[config.mk]
export PLATFORM = sky130hd
export DESIGN_NAME = floo_axis_flit_receiver
export DESIGN_NICKNAME = d
export VERILOG_FILES = /design/src/rtl/floo_axis_bridge_pkg.sv /design/src/rtl/floo_axis_rx_fifo.sv /design/src/rtl/floo_axis_flit_receiver.sv
export SDC_FILE = /design/constraint.sdc
export NUM_CORES = 1
export LEC_CHECK = 0
export ABC_AREA = 1
export BUFFER_PORTS_ARGS = -buffer_cell sky130_fd_sc_hd__buf_2
export CAP_MARGIN = 20
export CORE_UTILIZATION = 37
export DETAILED_ROUTE_END_ITERATION = 12
export PLACE_DENSITY_LB_ADDON = 0.1
export SLEW_MARGIN = 0
export SYNTH_ARGS = -nofsm -noshare
export SYNTH_HDL_FRONTEND = slang
export SYNTH_SLANG_ARGS = --single-unit
[constraint.sdc]
create_clock -name clk_i -period 2.7 [get_ports clk_i]
set_input_delay 0.135 -clock clk_i [delete_from_list [all_inputs] [get_ports clk_i]]
set_output_delay 0.135 -clock clk_i [all_outputs]
set_load 0.02 [all_outputs]
[src/rtl/floo_axis_bridge_pkg.sv]
// Shared types for the NoC-over-AXIS bridge: flit header enum, default flit/AXIS
// structs and the saturating-counter helper.
package floo_axis_bridge_pkg;

  typedef enum logic {
    RequestFlit  = 1'b0,
    ResponseFlit = 1'b1
  } flit_type_header_t;

  localparam int FlitDataWidth = 32;
  localparam int AxisDataWidth = FlitDataWidth + 1;
  localparam int AxisStrbWidth = (AxisDataWidth + 7) / 8;

  typedef struct packed {
    flit_type_header_t        hdr;
    logic [FlitDataWidth-1:0] flit_data;
  } floo_axis_data_t;

  typedef struct packed {
    logic                     valid;
    logic                     ready;
    logic [FlitDataWidth-1:0] data;
  } floo_req_flit_t;

  typedef struct packed {
    logic                     valid;
    logic                     ready;
    logic [FlitDataWidth-1:0] data;
  } floo_rsp_flit_t;

  typedef struct packed {
    logic [AxisDataWidth-1:0] data;
    logic [AxisStrbWidth-1:0] strb;
    logic [AxisStrbWidth-1:0] keep;
    logic                     last;
    logic [3:0]               id;
    logic [3:0]               dest;
    logic [7:0]               user;
  } floo_axis_t_chan_t;

  typedef struct packed {
    logic              tvalid;
    floo_axis_t_chan_t t;
  } floo_axis_req_t;

  typedef struct packed {
    logic tready;
  } floo_axis_rsp_t;

  // Holds at max_value instead of wrapping.
  function automatic logic [31:0] sat_incr(input logic [31:0] value, input logic [31:0] max_value);
    return (value >= max_value) ? max_value : value + 32'd1;
  endfunction

endpackage

[src/rtl/floo_axis_rx_fifo.sv]
// Per-channel flit FIFO: registered storage, head presented combinationally, no
// fall-through, so a pushed entry is visible the cycle after it is written.
module floo_axis_rx_fifo #(
  parameter int DATA_WIDTH = 32,
  parameter int DEPTH      = 4,
  localparam int UsageWidth = $clog2(DEPTH + 1)
) (
  input  logic                  clk_i,
  input  logic                  rst_ni,
  input  logic                  valid_i,
  output logic                  ready_o,
  input  logic [DATA_WIDTH-1:0] data_i,
  output logic                  valid_o,
  input  logic                  ready_i,
  output logic [DATA_WIDTH-1:0] data_o,
  output logic                  full_o,
  output logic [UsageWidth-1:0] usage_o
);

  localparam int PtrWidth = (DEPTH > 1) ? $clog2(DEPTH) : 1;

  logic [DATA_WIDTH-1:0] mem [DEPTH];
  logic [PtrWidth-1:0]   wr_ptr_reg;
  logic [PtrWidth-1:0]   rd_ptr_reg;
  logic [UsageWidth-1:0] usage_reg;
  logic                  push;
  logic                  pop;

  assign full_o  = (usage_reg == UsageWidth'(DEPTH));
  assign ready_o = !full_o;
  assign valid_o = (usage_reg != '0);
  assign data_o  = mem[rd_ptr_reg];
  assign usage_o = usage_reg;
  assign push    = valid_i && !full_o;
  assign pop     = valid_o && ready_i;

  function automatic logic [PtrWidth-1:0] ptr_incr(input logic [PtrWidth-1:0] ptr);
    return (ptr == PtrWidth'(DEPTH - 1)) ? '0 : ptr + 1'b1;
  endfunction

  always_ff @(posedge clk_i) begin
    if (push) begin
      mem[wr_ptr_reg] <= data_i;
    end
  end

  always_ff @(posedge clk_i) begin
    if (!rst_ni) begin
      wr_ptr_reg <= '0;
      rd_ptr_reg <= '0;
      usage_reg  <= '0;
    end else begin
      if (push) wr_ptr_reg <= ptr_incr(wr_ptr_reg);
      if (pop)  rd_ptr_reg <= ptr_incr(rd_ptr_reg);
      if (push && !pop) begin
        usage_reg <= usage_reg + 1'b1;
      end else if (pop && !push) begin
        usage_reg <= usage_reg - 1'b1;
      end
    end
  end

endmodule

[src/rtl/floo_axis_flit_receiver.sv]
// Receive side of the NoC-over-AXIS link: steers each AXIS beat by its header bit
// into an independent request or response FIFO and counts accepted beats.
module floo_axis_flit_receiver
  import floo_axis_bridge_pkg::*;
#(
  parameter type rsp_flit_t  = floo_rsp_flit_t,
  parameter type req_flit_t  = floo_req_flit_t,
  parameter type axis_req_t  = floo_axis_req_t,
  parameter type axis_rsp_t  = floo_axis_rsp_t,
  parameter type axis_data_t = floo_axis_data_t,
  parameter int  FifoDepth   = 4,
  parameter int  CntWidth    = 16
) (
  input  logic                clk_i,
  input  logic                rst_ni,
  input  axis_req_t           axis_in_req_i,
  output axis_rsp_t           axis_in_rsp_o,
  output req_flit_t           req_o,
  input  req_flit_t           req_i,
  output rsp_flit_t           rsp_o,
  input  rsp_flit_t           rsp_i,
  output logic [CntWidth-1:0] req_cnt_o,
  output logic [CntWidth-1:0] rsp_cnt_o
);

  localparam int FlitBitSize = $bits(axis_data_t) - 1;
  localparam int UsageWidth  = $clog2(FifoDepth + 1);
  localparam logic [CntWidth-1:0] CntMax = '1;

  axis_data_t             t_data;
  logic                   hdr;
  logic                   tready;
  logic                   accept;
  logic [1:0]             chan_full;
  logic [1:0]             chan_push;
  logic [1:0]             chan_pop_ready;
  logic [1:0]             chan_in_ready;
  logic [1:0]             chan_valid;
  logic [FlitBitSize-1:0] chan_data  [2];
  logic [UsageWidth-1:0]  chan_usage [2];
  logic [CntWidth-1:0]    cnt_reg    [2];

  assign t_data = axis_data_t'(axis_in_req_i.t.data);
  assign hdr    = t_data.hdr;

  // Ready looks only at the targeted FIFO's fill level, never at the NoC side.
  assign tready = rst_ni && !chan_full[hdr];
  assign accept = axis_in_req_i.tvalid && tready;

  assign chan_pop_ready[0] = req_i.ready;
  assign chan_pop_ready[1] = rsp_i.ready;

  for (genvar gi = 0; gi < 2; gi++) begin : gen_chan
    assign chan_push[gi] = accept && (hdr == 1'(gi));

    floo_axis_rx_fifo #(
      .DATA_WIDTH(FlitBitSize),
      .DEPTH     (FifoDepth)
    ) i_fifo (
      .clk_i  (clk_i),
      .rst_ni (rst_ni),
      .valid_i(chan_push[gi]),
      .ready_o(chan_in_ready[gi]),
      .data_i (t_data.flit_data),
      .valid_o(chan_valid[gi]),
      .ready_i(chan_pop_ready[gi]),
      .data_o (chan_data[gi]),
      .full_o (chan_full[gi]),
      .usage_o(chan_usage[gi])
    );

    always_ff @(posedge clk_i) begin
      if (!rst_ni) begin
        cnt_reg[gi] <= '0;
      end else if (chan_push[gi]) begin
        cnt_reg[gi] <= CntWidth'(sat_incr(32'(cnt_reg[gi]), 32'(CntMax)));
      end
    end

    assert property (@(posedge clk_i) disable iff (!rst_ni) !(chan_push[gi] && chan_full[gi]))
      else $error("push into full channel FIFO %0d", gi);
    assert property (@(posedge clk_i) disable iff (!rst_ni) chan_usage[gi] <= UsageWidth'(FifoDepth))
      else $error("channel FIFO %0d usage out of range", gi);
  end

  always_comb begin
    req_o       = '0;
    req_o.valid = chan_valid[0];
    req_o.data  = chan_data[0];
    rsp_o       = '0;
    rsp_o.valid = chan_valid[1];
    rsp_o.data  = chan_data[1];
    axis_in_rsp_o        = '0;
    axis_in_rsp_o.tready = tready;
  end

  assign req_cnt_o = cnt_reg[0];
  assign rsp_cnt_o = cnt_reg[1];

  // A stalled beat that is still offered must keep its tdata (and so its header).
  assert property (@(posedge clk_i) disable iff (!rst_ni)
    (axis_in_req_i.tvalid && !tready) ##1 axis_in_req_i.tvalid |-> $stable(axis_in_req_i.t.data))
    else $error("AXIS tdata changed while stalled");

  logic unused_sigs;
  assign unused_sigs = ^{axis_in_req_i, req_i, rsp_i, chan_in_ready};

endmodule

==> results.md <==
* Sequential fraction of design power at roughly 40%
* DR vias/cell at 4.85
* Post-cts gate resize count at 0
* GRT overflow at 0
* Synth area leaders: edfxtp_1 (70%), o21ai_0 (5.9%), nor2_1 (5.3%), o22ai_1 (3.2%), dfxtp_1 (2.9%)
* Most common cell in the netlist: edfxtp_1
* TritonCTS buffer count at 35
* Synth warn at 0
* MaxCap Viol Count at 0
* Sequential area share after synthesis at 73.1%
* Yosys cell types at 34
* Gpl congestion at about 0.78
* Placed Area at 13700 um2
* Initial antenna violation count at 1
* CP Max Fanout at 64
* Post-CTS Setup Bufs at 0
* Synth top cells by count: edfxtp_1 (288), nor2_1 (173), o21ai_0 (146), o22ai_1 (64), nand2_1 (62)
* Worst clock skew at about 0.0094 ns
* Syn-to-layout area delta at 22.6%
* Cells on Worst Hold Path at 4
* DR vias at a little under 8000
* CTS H-tree depth at 2
* Leakage at between 5 and 6 nW
* CP Data Arrival Time at 2.13 ns
* Hold crit path type: in -> reg
* Pwr per Cell Area at slightly above 900 nW/um2
* Worst r2r src: gen_chan[1].i_fifo.usage_o[0]
* Detailed Route Iter0 Violations at 427
* Seq cells post-synth at around 310
* Internal at just over 9 mW
* Core area at around 33000 um2
* Final min period at about 2.3 ns
* Clock-pin slew on the worst setup and hold paths at ~0.060 ns
* Final Hold Violating Endpoints at 0
* Slew Limit Fails at 0
* Hold path start: axis_in_req_i[59]
* Initial Utilization at between 30% and 40%
* Min Hold Slack at between 0.03 and 0.04 ns
* CTS max path bufs at 3
* Worst-Margin Slew at approximately 0.73 ns
* Die Footprint at about 34000 um2
* # setup viols final at 0
* DRC viols at 0
* Number of diodes at 0
* CTS sink cnt at 306
* NetSw at 4.63 mW
* Outcome: complete, no violations
* Die X at around 180 um
* RSZ-0062 raised after global routing: no
* Antenna Nets Post-Route at 0
* Synth area leader: edfxtp_1
* HPWL after detailed placement at 16500 um
* CTS tree: done
* Synthesized cell area at between 10000 and 15000 um2
* Clock power frac at a little under a third
* Dpl cells at about 1500
* Combinational share of power at roughly 28%
* Root buf cell: clkbuf_16
* Row cnt at 66
* Final non-filler cell total at ~1600
* Max_slew headroom at 51.2%
* Total power at 13.9 mW
* Total Wirelength at around 29000 um
* Share of cells above drive strength 1 at about a fifth
* Dominant synthesized flop cell: edfxtp_1
* Port-buffer cells at roughly 140
* First-pass GRT wire length at about 44000 um
* Largest register FFs at around 260
* Drt pass-1 iters at 4
* Fin crit share at 83.9%
* Peak supply drop at between 400 and 500 uV
* Fmax at 441 MHz
* Gr usage total at 17.1%
* Mean area per synthesized cell at roughly 13 um2
* Setup CP Type: reg -> out
* Setup crit end kind: primary output
* CP Launch Type: register
* Largest net degree at the start of global routing at between 60 and 70
* Wire per inst at ~18 um
* Critical Path RT at 2.57 ns
* Synth Instances at 975
* Final #Nets at ~1300
* Switching share of total power at 33.3%
* Top-area cell type share of the netlist area at 70.2%
* Asr flop ratio synth at 0%
* Reg2Reg Depth at 11
* Io pins at approximately 230
* Post-synth EDFFs at around 290
* Post-route cell area at roughly 15000 um2
* Vias in the first global route at about 7700
* Worst setup margin at between 0.4 and 0.5 ns
* Clk Latency, worst-skew pair at approximately 0.50 ns
* Pre-CTS setup slack at 0.527 ns
* Die H at about 180 um
-- power groups by stage --
| stage | sequential [mW] | combinational (mW) | clock, mW |
|---|---|---|---|
| global route | 5.58 | 4.31 | 4.72 |
| floorplan | 5.67 | 2.39 | 0 |
| global placement | 5.65 | 3.91 | 0 |
| detailed placement | 5.65 | 3.93 | 0 |
| CTS | 5.56 | 3.98 | 4.54 |
| finish | 5.55 | 3.90 | 4.43 |
-- critical path, stage by stage, from the launching register on --
cell	delay [ns]
dfxtp_2	0.33
buf_4	0.55
o21ai_0	0.20
o22ai_1	0.25
buf_2	0.21
-- final cells by class --
type / count / area [um2]
multi-input cells: 562 / 2930
well taps: 442 / 553
repair buffers: 196 / 1330
fillers: 3017 / 17500
inverters: 59 / 224
flip-flops and latches: 306 / 9010
clock buffers: 46 / 948
clock inverters: 11 / 113
-- cells by family (layout without fill, tap and decap cells) --
family	after synthesis	after routing	share of synthesized area, %
compound gates	242	242	10.6
flops	306	306	73.1
other cells	1	2	0.0304
simple gates	286	286	9.81
fa+ha+maj	16	16	1.75
buf+inv	108	312	3.55
xor+xnor	16	16	1.14
-- final timing paths --
kind	end	slack (ns)
setup / recovery	rsp_o[22]	0.43
hold / removal	gen_chan[0].i_fifo.wr_ptr_reg[0]	0.04
setup reg to reg	gen_chan[0].i_fifo.usage_o[2]	0.55
hold reg to reg	gen_chan[0].i_fifo.usage_o[1]	0.49
-- timing repair --
action	4_1_cts	5_1_grt
hold buffers	35	0
setup endpoints to repair	0	0
endpoints found under the hold margin	261	0
-- placed cells by master (no fill, tap or decap), types with 3 or more instances in the layout --
master	count
a21oi_1	27
buf_12	9
buf_2	136
buf_4	16
clkbuf_1	9
clkbuf_16	36
clkinv_1	6
dfxtp_1	16
dlygate4sd3_1	35
edfxtp_1	288
ha_1	14
inv_1	55
inv_2	3
nand2_1	62
nand3_1	25
nand4_1	9
nor2_1	169
nor2_4	12
o21ai_0	146
o22ai_1	64
xnor2_1	7
xor2_1	9
-- through the flow --
step | setup TNS [ns] | utilization [%]
after floorplan | -9.30 | -
after global placement | 0 | 42.0
after detailed placement | 0 | 42.0
after CTS | 0 | 46.3
after global routing | 0 | 46.3
final | 0 | 46.3
-- layer usage --
| metal | vias to the layer above | GRT usage, % | share of wire, % |
|---|---|---|---|
| met5 | - | 0 | 0.035 |
| met4 | 2 | 4.03 | 1.6 |
| met3 | 40 | 4.11 | 5.8 |
| met2 | 158 | 28.0 | 47 |
| met1 | 3778 | 23.0 | 46 |
| li1 | 3884 | - | - |
No activity file was read; power rests on OpenSTA's default activity.
